## src/rtl/spi_ram_arbiter.sv

```systemverilog
// Two-requester lock arbiter in front of a single-port command RAM; address/data pairs stay atomic.
// Optional idle-lock watchdog: define ARB_LOCK_TIMEOUT_EN (threshold LOCK_TIMEOUT).
module spi_ram_arbiter #(
   parameter int ADDR_SIZE    = 8,
   parameter int LOCK_TIMEOUT = 64
) (
   input  logic                 clk,
   input  logic                 rst,
   input  logic [ADDR_SIZE+1:0] req0_cmd,
   input  logic                 req0_valid,
   output logic                 req0_ready,
   output logic [ADDR_SIZE-1:0] req0_rdata,
   output logic                 req0_rvalid,
   input  logic [ADDR_SIZE+1:0] req1_cmd,
   input  logic                 req1_valid,
   output logic                 req1_ready,
   output logic [ADDR_SIZE-1:0] req1_rdata,
   output logic                 req1_rvalid,
   output logic [ADDR_SIZE+1:0] ram_din,
   output logic                 ram_rx_valid,
   input  logic [ADDR_SIZE-1:0] ram_dout,
   input  logic                 ram_tx_valid,
   output logic                 grant_owner,
   output logic                 busy,
   output logic                 cmd_err
);
   localparam int CW = ADDR_SIZE + 2;

   typedef enum logic [1:0] {S_IDLE, S_LOCKED, S_WAIT_RD} state_t;

   state_t               state_q;
   logic                 owner_q, ptr_q;
   logic [CW-1:0]        ram_din_q;
   logic                 ram_rx_valid_q, cmd_err_q;
   logic [ADDR_SIZE-1:0] rdata0_q, rdata1_q;
   logic                 rvalid0_q, rvalid1_q;

   logic          is_addr0, is_addr1, c0, c1;
   logic          grant_d, winner_d, drop_d, fwd_d, own_acc_d;
   logic          ready0_d, ready1_d;
   logic [CW-1:0] fwd_cmd_d;
   logic [1:0]    own_op_d;
   logic          timeout_fire;

   // Address commands (00, 10) have a zero in the low opcode bit.
   assign is_addr0 = ~req0_cmd[CW-2];
   assign is_addr1 = ~req1_cmd[CW-2];

   always_comb begin
      c0        = 1'b0;
      c1        = 1'b0;
      grant_d   = 1'b0;
      winner_d  = 1'b0;
      drop_d    = 1'b0;
      fwd_d     = 1'b0;
      own_acc_d = 1'b0;
      ready0_d  = 1'b0;
      ready1_d  = 1'b0;
      fwd_cmd_d = req0_cmd;
      case (state_q)
         S_IDLE: begin
            c0        = req0_valid & is_addr0;
            c1        = req1_valid & is_addr1;
            grant_d   = c0 | c1;
            winner_d  = c1 & (~c0 | ptr_q);
            // Orphan data commands are always taken so they cannot stall their requester.
            ready0_d  = ~is_addr0 | (c0 & ~winner_d);
            ready1_d  = ~is_addr1 | (c1 & winner_d);
            drop_d    = (req0_valid & ~is_addr0) | (req1_valid & ~is_addr1);
            fwd_d     = grant_d;
            fwd_cmd_d = winner_d ? req1_cmd : req0_cmd;
         end
         S_LOCKED: begin
            ready0_d  = ~owner_q;
            ready1_d  = owner_q;
            own_acc_d = owner_q ? req1_valid : req0_valid;
            fwd_d     = own_acc_d;
            fwd_cmd_d = owner_q ? req1_cmd : req0_cmd;
         end
         default: ;
      endcase
      if (rst) begin
         ready0_d = 1'b0;
         ready1_d = 1'b0;
      end
   end

   assign own_op_d = fwd_cmd_d[CW-1 -: 2];

`ifdef ARB_LOCK_TIMEOUT_EN
   localparam int TW = $clog2(LOCK_TIMEOUT + 1);
   logic [TW-1:0] to_cnt_q;
   logic          idle_tick;

   assign idle_tick    = ((state_q == S_LOCKED) && !own_acc_d) ||
                         ((state_q == S_WAIT_RD) && !ram_tx_valid);
   assign timeout_fire = idle_tick && (to_cnt_q == TW'(LOCK_TIMEOUT - 1));

   always_ff @(posedge clk) begin
      if (rst || !idle_tick || timeout_fire) to_cnt_q <= '0;
      else                                   to_cnt_q <= to_cnt_q + 1'b1;
   end
`else
   // Locks never expire in this build; the threshold is deliberately ignored.
   assign timeout_fire = 1'b0 & LOCK_TIMEOUT[0];
`endif

   always_ff @(posedge clk) begin
      if (rst) begin
         state_q        <= S_IDLE;
         owner_q        <= 1'b0;
         ptr_q          <= 1'b0;
         ram_din_q      <= '0;
         ram_rx_valid_q <= 1'b0;
         cmd_err_q      <= 1'b0;
         rdata0_q       <= '0;
         rdata1_q       <= '0;
         rvalid0_q      <= 1'b0;
         rvalid1_q      <= 1'b0;
      end else begin
         ram_rx_valid_q <= fwd_d;
         if (fwd_d) ram_din_q <= fwd_cmd_d;
         cmd_err_q <= drop_d | timeout_fire;
         rvalid0_q <= 1'b0;
         rvalid1_q <= 1'b0;
         case (state_q)
            S_IDLE: begin
               if (grant_d) begin
                  owner_q <= winner_d;
                  ptr_q   <= ~winner_d;
                  state_q <= S_LOCKED;
               end
            end
            S_LOCKED: begin
               if (own_acc_d) begin
                  if (own_op_d == 2'b01)      state_q <= S_IDLE;
                  else if (own_op_d == 2'b11) state_q <= S_WAIT_RD;
               end else if (timeout_fire) begin
                  state_q <= S_IDLE;
               end
            end
            S_WAIT_RD: begin
               if (ram_tx_valid) begin
                  if (owner_q) begin
                     rdata1_q  <= ram_dout;
                     rvalid1_q <= 1'b1;
                  end else begin
                     rdata0_q  <= ram_dout;
                     rvalid0_q <= 1'b1;
                  end
                  state_q <= S_IDLE;
               end else if (timeout_fire) begin
                  state_q <= S_IDLE;
               end
            end
            default: state_q <= S_IDLE;
         endcase
      end
   end

   assign req0_ready   = ready0_d;
   assign req1_ready   = ready1_d;
   assign req0_rdata   = rdata0_q;
   assign req1_rdata   = rdata1_q;
   assign req0_rvalid  = rvalid0_q;
   assign req1_rvalid  = rvalid1_q;
   assign ram_din      = ram_din_q;
   assign ram_rx_valid = ram_rx_valid_q;
   assign grant_owner  = owner_q;
   assign busy         = (state_q != S_IDLE);
   assign cmd_err      = cmd_err_q;
endmodule

```

## config.mk

```make
export PLATFORM = sky130hd
export DESIGN_NAME = spi_ram_arbiter
export DESIGN_NICKNAME = d
export VERILOG_FILES = /design/src/rtl/spi_ram_arbiter.sv
export SDC_FILE = /design/constraint.sdc
export NUM_CORES = 1
export LEC_CHECK = 0
export CAP_MARGIN = 10
export CORE_UTILIZATION = 37
export CTS_CLUSTER_DIAMETER = 60
export CTS_CLUSTER_SIZE = 24
export DETAILED_ROUTE_END_ITERATION = 7
export MAX_ROUTING_LAYER = met4
export PLACE_DENSITY = 0.78
export SYNTH_ARGS = -nofsm -noshare
export SYNTH_HDL_FRONTEND = slang
export SYNTH_SLANG_ARGS = --single-unit
export TNS_END_PERCENT = 50
```

## constraint.sdc

```tcl
create_clock -name clk -period 1.7 [get_ports clk]
set_clock_uncertainty 0.15 [all_clocks]
set_input_delay 0.34 -clock clk [delete_from_list [all_inputs] [get_ports clk]]
set_output_delay 0.34 -clock clk [all_outputs]
set_load 0.02 [all_outputs]
```

======== Yosys cells after proc, flatten, opt, wreduce, memory -nomap -nowiden ========
Index checks and enable logic that the tools add are counted.
storage, ports and cells
  logic and storage cells ................. 67
  register bits after elaboration ......... 34
  input port bits ......................... 33
  output and inout port bits .............. 34
cells by class
  eq/ne operators ......................... 8
  bitwise gates (word level) .............. 21
  reductions and logical operators ........ 8
  multiplexer cells ....................... 20
operators with widths
  operator                                             count
  two-way mux 10 bit                                   2
  case mux 10 bit (2 select lines)                     1
  two-way mux 2 bit                                    5
  NOT 1 bit                                            9
  two-way mux 1 bit                                    8
  AND 1 bit                                            7
  != test 2 bit, second input constant                 3
  case mux 1 bit (2 select lines)                      3
  case mux 2 bit (3 select lines)                      1
  AND reduction 3 bit                                  2
  OR 1 bit                                             5
  equality test 2 x 1 -> 1 bit, second input constant  2
  equality test 2 bit, second input constant           2
  AND reduction 4 bit                                  1
  != test 3 bit, second input constant                 1
  OR reduction 3 bit                                   1
  logical NOT 2 bit                                    1
  AND reduction 2 bit                                  1
  nonzero test 2 bit                                   1
  OR reduction 2 bit                                   1

======== Depth between registers and ports, before layout ========
Gate-level depths: netlist of the first run.
  depth after elaboration ................. 12
  mapped depth ............................ 6
  mapped depth without buffers ............ 4

======== Worst setup path before layout of the first run ========
Ideal clock, no wire load.
  path kind ............................... input port to output port
  start ................................... in req0_cmd[8]
  end ..................................... out req0_ready
  stages .................................. 4
  buffers on the path ..................... 0
  slack ................................... -0.778 ns
  arrival ................................. 1.988 ns
  required time ........................... 1.210 ns
  path through ............................ or3b_4 > nand2_1 > a211oi_1 > a2111oi_0
on the way
  longest elaborated chain between the ends .. 10
ends and longest elaborated chain
  what                                 line  source
  from (decl)                          9     input logic [ADDR_SIZE+1:0] req0_cmd,
  NOT 1 bit                            46    assign is_addr0 = ~req0_cmd[CW-2];
  AND 1 bit                            62    c0 = req0_valid & is_addr0;
  NOT 1 bit                            65    winner_d = c1 & (~c0 | ptr_q);
  OR 1 bit                             65
  AND 1 bit                            65
  NOT 1 bit                            67    ready0_d = ~is_addr0 | (c0 & ~winner_d);
  AND 1 bit                            67
  OR 1 bit (*)                         67
  case mux 1 bit (2 select lines) (*)  60    case (state_q)
  two-way mux 1 bit (*)                82    if (rst) begin
  to (decl)                            11    output logic req0_ready,
Mark *: on every way between the ends. The rest lies on a longest branch, timed or not.

======== Final worst setup path of the first run ========
  start ................................... in req0_cmd[8]
  end ..................................... out req1_ready
on the way
  longest elaborated chain between the ends .. 9
ends and longest elaborated chain
  what                             line  source
  NOT 1 bit                        46
  AND 1 bit                        62
  NOT 1 bit                        65
  OR 1 bit                         65
  AND 1 bit                        65
  AND 1 bit                        68    ready1_d = ~is_addr1 | (c1 & winner_d);
  OR 1 bit                         68
  case mux 1 bit (2 select lines)  60
  two-way mux 1 bit                82
  to (decl)                        16    output logic req1_ready,
Every way passes these cells.

==> results of run 1 <==
[layer usage]
metal / GRT usage (%) / up-vias / part of all wire [%]
li1: - / 781 / -
met1: 22.9 / 729 / 43
met2: 34.6 / 38 / 51
met3: 5.69 / 10 / 4.1
met4: 10.1 / 0 / 2.0
met5: - / - / 0
[state kept, by name (all words and copies together) (netlist names)]
signal,cells
req1_rvalid,1
ptr_q,1
ram_din,10
req1_rdata,8
req0_rvalid,1
req0_rdata,8
state_q,2
grant_owner,1
cmd_err,1
ram_rx_valid,1
[cell type report]
class	instances	area share [%]
tap	48	2.37
multi-input combinational	124	32.8
timing repair buffer	93	32.9
sequential	34	27.2
inverter	3	0.444
clock buffer	7	3.01
clock inverter	1	1.18
[where the power goes]
group	internal [W]	switching, W
Clock	0.000438	0.000274
Combinational	0.000282	0.000276
Sequential	0.000846	0.0000319
[synthesized netlist by cell type, drive strengths merged]
master    n
mux2      1
a211oi    3
buf       6
or2       1
nand3     4
a31oi     1
nor3     11
a41oi     1
or3b      1
and3      3
nor2b     4
nor2      8
o41ai     1
o22ai     2
clkbuf    6
a311oi    8
o21a      1
nand3b    8
a21oi    17
dfxtp    34
a22oi     1
a2111oi   1
inv       3
and3b     1
nand2    43
mux2i     2
o32ai     1
[worst min-delay path, stage by stage, from the launching register on]
cell and delay (ns):
dfxtp_1 0.31, nand2_1 0.05, a21oi_1 0.05
[through the flow]
stage / hold slack [ns] / total power (W)
after floorplan: 0.312 / 0.00118
after global placement: 0.291 / 0.00144
final: 0.302 / 0.00215
after CTS: 0.305 / 0.00216
after global routing: 0.332 / 0.00224
after detailed placement: 0.298 / 0.00145
[repair_timing]
action                                  in CTS  in global routing
gates cloned                                 0                  0
hold buffers                                 0                  0
pin swaps                                    7                  1
endpoints found under the setup margin      43                 29
buffers inserted                             1                  0
gates resized for setup                     63                  7
[worst max path at each step]
stage / startpoint / to / slack (ns) / cells after the start
6_report: req0_cmd[8] / req1_ready / -0.33 / 6
5_1_grt: ptr_q / req1_ready / -0.38 / 5
4_1_cts: ptr_q / req1_ready / -0.34 / 5
3_5_place_dp: req0_valid / req0_ready / -1.01 / 6
3_3_place_gp: req0_valid / req0_ready / -0.99 / 6
2_1_floorplan: req0_cmd[8] / req0_ready / -0.05 / 4
[kinds of logic after synthesis]
group | share of synthesized area [%]
AO/OA/AOI/OAI | 21.1
flip-flops | 45.1
buffers and inverters | 5.39
AND/OR/NAND/NOR | 26.3
multiplexers | 2.07
==> flow_summary.json, run 1 <==
{
  "critPathTopFamily": "buffers and inverters",
  "dpl_cell_area_um2": 2390,
  "layout.cells.most_common": "nand2_1",
  "vias_per_cell": 5.03,
  "violations": "setup timing",
  "regArea_um2": 691,
  "port_buffers": 66,
  "setup_ws_ns": -0.325,
  "peakVddDrop_mv": 0.395,
  "syn_area_per_cell_um2": 8.72,
  "routedWlPerCell_um": 13.3,
  "insertion_delay_ns": 0.28,
  "rsz0062_at_grt": "yes",
  "yosysTopAreaCellShare_pct": 45.1,
  "dieArea_um2": 4340,
  "drc": 0,
  "io_pins": 67,
  "final_core_util_pct": 66.8,
  "timing.final.crit_share_pct": 119,
  "multi_input_area_um2": 833,
  "r2r_cells": 6,
  "slew_headroom_pct": 72.4,
  "ys_seq_area_share_pct": 45.1,
  "crit_slowest_cell": "or3b_4",
  "slew_violations": 0,
  "cts.sinks": 34,
  "fin_cells": 310,
  "setup_viol": 12,
  "final_area_um2": 2540,
  "rr_startpoint": "ptr_q",
  "path_buf_inv": 3,
  "cts_tree": "done",
  "cp.required_ns": 1.21,
  "grt_start_max_net_pins": 36,
  "cp_max_fo": 2,
  "place.gp.congestion": 0.851,
  "regToRegSetupSlack_ns": -0.23,
  "maxCapViolations": 0,
  "cp.arrival_ns": 1.54,
  "cts_made_buffers": 5,
  "clk_pin_slew_ns": 0.07,
  "synthesis.nets": 206,
  "critPathMaxStageDelay_ns": 0.42,
  "critPathKind": "primary input to primary output",
  "post_synth_num_cell_types": 30,
  "worstHoldPathCells": 2,
  "routed_wl_um": 4120,
  "grt_pass1_wl_um": 6630,
  "cp-end-kind": "primary output",
  "vias": 1558,
  "syn_to_final_growth_pct": 68.2,
  "n_fill_cell": 334,
  "grtUsageTotal_pct": 20.8,
  "hold_end": "req1_rdata[0]",
  "netlist_instances": 173,
  "drtIter0Drc": 81,
  "min-delay-start": "req1_rdata[0]",
  "ys.warnings.count": 0,
  "min_period_ns": 2.03,
  "cts_root_buf": "clkbuf_8",
  "die_height_um": 65.9,
  "rows": 22,
  "core_region_area_um2": 3800,
  "hold_violations": 0,
  "reg2reg_to": "ram_din[9]",
  "yosysTopAreaCell": "dfxtp_1",
  "dpl_worst_slack_ns": -1.01,
  "crit_chain": "dlygate4sd2_1, or3b_4, buf_6, a31oi_4, a21oi_2, buf_4",
  "yosys-top-cells-area": "dfxtp_1 (45%), nand2_1 (11%), a311oi_2 (8.0%), a21oi_1 (5.6%), nand3b_1 (4.0%)",
  "dp.cells": 301,
  "grt_pass1_vias": 1502,
  "synth_area_um2": 1510,
  "antenna_cells": 0,
  "hp-class": "flip-flop to flip-flop",
  "p_leak_nw": 1.12,
  "drtPass1Iterations": 4,
  "drive_gt1_share_pct": 25.2,
  "dpl.hpwl_um": 2880,
  "cts-htree-levels": 2,
  "layout_common_cells": "nand2_1 (42), dlygate4sd2_1 (32), dfxtp_1 (30)",
  "status": "finished, violations left",
  "p_per_area_nw_per_um2": 847,
  "grt_overflow": 0,
  "initial_core_util_pct": 39.7,
  "fmax_mhz": 494,
  "finalNetCount": 294,
  "start_kind": "primary input",
  "tightest_slew_ns": 0.413,
  "cts_buffer_depth": 2,
  "postRouteAntennaNets": 0,
  "setup_tns_ns": -1.86,
  "die_w_um": 65.9,
  "antenna_found_initial": 0,
  "synth-seq-cells": 34
}
Power figures use the tool's default switching activity.
==> run 2: changes to the inputs <==
Settings changed: SETUP_SLACK_MARGIN from default to 0.1.
==> run 2 against run 1 <==
Net effect:
- the run still ends with setup timing left
- die area did not move
- via count rose by 1.5%
- first-iteration DRC count rose by 44%
- combinational power rose by 9.3%
- routed wire length rose by 9.9%
- clock power rose by 7.3%
- register-to-register slack improved by 0.07 ns
- power rose by 4.7%
- cell area rose by 3.8%
- count of clock-buffer cells in the layout did not move
- sequential power barely moved
- non-clock buffer count rose by 2
- largest cell class unchanged
==> flow_summary.json, run 2 (synthesis results as in run 1) <==
{
  "rsz0062_at_grt": "yes",
  "tightest_slew_ns": 0.309,
  "largest_reg_flops": 10,
  "reg2reg_to": "ram_din[9]",
  "clk_pin_slew_ns": 0.07,
  "drive_gt1_share_pct": 28.0,
  "hold_end": "req0_rdata[0]",
  "regArea_um2": 693,
  "place.gp.congestion": 0.820,
  "postRouteAntennaNets": 0,
  "antenna_found_initial": 0,
  "initial_core_util_pct": 39.7,
  "cp-end-kind": "primary output",
  "dieArea_um2": 4340,
  "hold_violations": 0,
  "vias_per_cell": 5.07,
  "slew_headroom_pct": 79.3,
  "grt_start_max_net_pins": 36,
  "timing.final.crit_share_pct": 120,
  "setup_ws_ns": -0.338,
  "p_leak_nw": 1.11,
  "n_fill_cell": 316,
  "r2r_cells": 6,
  "min-delay-start": "req0_rdata[0]",
  "regToRegSetupSlack_ns": -0.16,
  "critPathKind": "flip-flop to primary output",
  "setup_viol": 13,
  "insertion_delay_ns": 0.28,
  "layout_common_cells": "nand2_1 (42), dlygate4sd2_1 (34), dfxtp_1 (30)",
  "cts-htree-levels": 2,
  "die_height_um": 65.9,
  "cts_root_buf": "clkbuf_8",
  "status": "finished, violations left",
  "finalNetCount": 296,
  "cp.required_ns": 1.21,
  "violations": "setup timing",
  "grt_overflow": 0,
  "cts_buffer_depth": 2,
  "cts_tree": "done",
  "layout.cells.most_common": "nand2_1",
  "vias": 1581,
  "routed_wl_um": 4520,
  "port_buffers": 66,
  "multi_input_area_um2": 872,
  "worstHoldPathCells": 2,
  "die_w_um": 65.9,
  "cp_max_fo": 2,
  "min_period_ns": 2.04,
  "drc": 0,
  "peakVddDrop_mv": 0.450,
  "cts_made_buffers": 5,
  "rr_startpoint": "ptr_q",
  "grtUsageTotal_pct": 22.7,
  "io_pins": 67,
  "drtPass1Iterations": 4,
  "rows": 22,
  "core_region_area_um2": 3800,
  "antenna_cells": 0,
  "hp-class": "flip-flop to flip-flop",
  "maxCapViolations": 0,
  "fmax_mhz": 491,
  "dpl_worst_slack_ns": -0.999,
  "cp.arrival_ns": 1.55,
  "cts.sinks": 34,
  "holdWs_ns": 0.303,
  "p_per_area_nw_per_um2": 854,
  "syn_to_final_growth_pct": 74.5,
  "dpl.hpwl_um": 3010,
  "start_kind": "flip-flop",
  "routedWlPerCell_um": 14.5,
  "slew_violations": 0,
  "grt_pass1_vias": 1564,
  "grt_pass1_wl_um": 7220,
  "drtIter0Drc": 117
}
## run 2: stage by stage
stage                     area (µm²)  total power (W)  util (%)  instances  setup TNS (ns)
after detailed placement        2420          0.00146      63.8        301          -11.69
after global routing            2630          0.00235      69.3        312           -2.24
after floorplan                 1560          0.00119         -        173          -0.177
final                           2630          0.00225      69.3        312           -1.54
after CTS                       2600          0.00225      68.5        312           -1.59
after global placement          2420          0.00146      63.8        301          -10.75
## run 2: how the worst max path moves through the flow
stage / from / endpoint / slack, ns / depth (start not counted)
after floorplan: grant_owner / ram_din[0] / -0.02 / 6
after global placement: req0_valid / req0_ready / -0.96 / 6
after detailed placement: req0_valid / req0_ready / -1.0 / 6
after CTS: ptr_q / req0_ready / -0.40 / 5
after global routing: ptr_q / req0_ready / -0.39 / 5
final: ptr_q / req1_ready / -0.34 / 5
## run 2: power by group
| part | switching (W) | internal, W | leakage, nW |
|---|---|---|---|
| logic | 0.000298 | 0.000312 | 0.775 |
| registers | 0.0000303 | 0.000845 | 0.280 |
| clock network | 0.000286 | 0.000478 | 0.0585 |
## run 2: critical path: stages, from the launching register on
cell and delay, ns:
dfxtp_2 0.32, or3b_4 0.39, buf_4 0.16, a31oi_4 0.19, a21oi_4 0.08, buf_6 0.13
## run 2: area by class of cell
class,instances,share of cell area [%]
flip-flops and latches,34,26.3
multi-input cells,124,33.1
repair buffers,95,33.3
well taps,48,2.28
clock buffers,7,3.28
inverters,3,0.523
clock inverters,1,1.14
## run 2: timing repair
action / 4_1_cts / 5_1_grt
hold buffers: 0 / 0
setup buffers: 3 / 0
endpoints found under the setup margin: 49 / 32
pin swaps: 5 / 3
gates resized for setup: 75 / 10
## run 2: metal layers
metal | vias up | track usage, % | routed length [µm]
li1 | 786 | - | -
met1 | 744 | 27.3 | 2020
met2 | 49 | 36.6 | 2290
met3 | 2 | 4.83 | 179
met4 | 0 | 9.78 | 40
met5 | - | - | 0
==> run 3: changes to the inputs <==
Settings changed: SETUP_SLACK_MARGIN 0.1 to 0.15.
==> run 3 against run 2 <==
Net effect:
- sequential share of layout area fell by 0.095 points
- hold slack improved by 0.0021 ns
- utilization did not move
- final cell count rose by 1.6%
- register-to-register slack got worse by 0.11 ns
- the flow still finishes with violations (setup timing)
- die area did not move
- clock power fell by 24%
- sequential power barely moved
- critical path depth did not move
- largest cell class unchanged
- cell area did not move
- fmax fell by 2.4%
- worst setup slack got worse by 0.051 ns
==> flow_summary.json, run 3 (synthesis results as in run 1) <==
{
  "dpl_cell_area_um2": 2440,
  "dpl.hpwl_um": 3090,
  "cp.arrival_ns": 1.60,
  "die_w_um": 65.9,
  "setup_viol": 13,
  "slew_headroom_pct": 79.0,
  "core_region_area_um2": 3800,
  "finalNetCount": 301,
  "io_pins": 67,
  "final_area_um2": 2630,
  "cp.required_ns": 1.21,
  "place.gp.congestion": 0.861,
  "antenna_found_initial": 0,
  "grt_pass1_wl_um": 7060,
  "cts_made_buffers": 5,
  "largest_reg_flops": 10,
  "critPathKind": "flip-flop to primary output",
  "vias": 1604,
  "routedWlPerCell_um": 14.5,
  "syn_to_final_growth_pct": 74.5,
  "p_leak_nw": 1.12,
  "dpl_worst_slack_ns": -1.03,
  "initial_core_util_pct": 39.7,
  "violations": "setup timing",
  "cts_buffer_depth": 2,
  "port_buffers": 66,
  "postRouteAntennaNets": 0,
  "tightest_slew_ns": 0.315,
  "cp-end-kind": "primary output",
  "crit_chain": "or3b_4, buf_4, a31oi_4, a21oi_4, buf_2",
  "insertion_delay_ns": 0.29,
  "status": "finished, violations left",
  "holdWs_ns": 0.306,
  "min_period_ns": 2.09,
  "critPathMaxStageDelay_ns": 0.41,
  "crit_slowest_cell": "or3b_4",
  "drive_gt1_share_pct": 29.7,
  "start_kind": "flip-flop",
  "drtPass1Iterations": 4,
  "ctsHoldBuffers": 0,
  "fmax_mhz": 479,
  "clk_pin_slew_ns": 0.07,
  "cts_tree": "done",
  "maxCapViolations": 0,
  "die_height_um": 65.9,
  "setup_tns_ns": -3.22,
  "hold_violations": 0,
  "grt_pass1_vias": 1572,
  "grtUsageTotal_pct": 22.3,
  "layout.cells.most_common": "nand2_1",
  "cts.sinks": 34,
  "grt_start_max_net_pins": 36,
  "peakVddDrop_mv": 0.519,
  "drtIter0Drc": 57,
  "n_fill_cell": 313,
  "cp_max_fo": 2,
  "cts_root_buf": "clkbuf_8",
  "slew_violations": 0,
  "p_per_area_nw_per_um2": 791,
  "vias_per_cell": 5.06,
  "rsz0062_at_grt": "yes",
  "timing.final.crit_share_pct": 123,
  "antenna_cells": 0,
  "setup_ws_ns": -0.388,
  "rows": 22,
  "routed_wl_um": 4580,
  "layout_common_cells": "nand2_1 (42), dlygate4sd2_1 (34), dfxtp_1 (30)",
  "grt_overflow": 0,
  "dieArea_um2": 4340,
  "cts-htree-levels": 2,
  "drc": 0,
  "hp-class": "flip-flop to flip-flop"
}
==> run 3: repair_timing <==
item                                    in CTS  in global routing
hold endpoints to repair                     0                  0
endpoints found under the setup margin      58                 35
pin swaps                                    1                  5
gates resized for setup                     72                 15
buffers inserted                             1                  5
==> run 3: power by group <==
group	internal (W)	leakage (nW)	switching [W]
clock	0.000284	0.0450	0.000297
sequential	0.000846	0.280	0.0000307
combinational	0.000323	0.796	0.000303
==> run 3: worst paths after layout <==
| path | startpoint | end | slack (ns) | cells after the start |
|---|---|---|---|---|
| worst max register to register | ptr_q | ram_din[6] | -0.27 | 8 |
| worst min-delay path | req0_rdata[2] | req0_rdata[2] | 0.31 | 2 |
| worst min register to register | req0_rdata[2] | req0_rdata[2] | 0.31 | 2 |
| worst max-delay path | ptr_q | req1_ready | -0.39 | 5 |
==> run 3: worst max-delay path: cells and delay by family, from the launching register on <==
kind                   cells  cell delay, ns
AO/OA/AOI/OAI              2            0.26
AND/OR/NAND/NOR            1            0.41
buffers and inverters      2            0.31
flip-flops                 1            0.32
==> run 3: through the flow <==
| step | total power (W) | std cells | utilization, % |
|---|---|---|---|
| after CTS | 0.00205 | 312 | 67.1 |
| after global routing | 0.00217 | 317 | 69.3 |
| after floorplan | 0.00119 | 173 | - |
| after global placement | 0.00146 | 303 | 64.2 |
| final | 0.00208 | 317 | 69.3 |
| after detailed placement | 0.00147 | 303 | 64.2 |
==> run 3: layout make-up <==
type / count / area (µm²) / area share [%]
Clock buffer: 6 / 72.6 / 2.76
Clock inverter: 2 / 10.0 / 0.380
Inverter: 3 / 13.8 / 0.523
Multi-Input combinational cell: 124 / 871 / 33.1
Sequential cell: 34 / 691 / 26.2
Tap cell: 48 / 60.1 / 2.28
Timing Repair Buffer: 100 / 916 / 34.8
==> run 3: metal layers <==
metal | global-route usage, % | up-vias | part of all wire [%]
li1 | - | 797 | -
met5 | - | - | 0
met2 | 35.7 | 33 | 49
met3 | 5.52 | 8 | 2.8
met1 | 27.0 | 766 | 46
met4 | 8.15 | 0 | 1.7
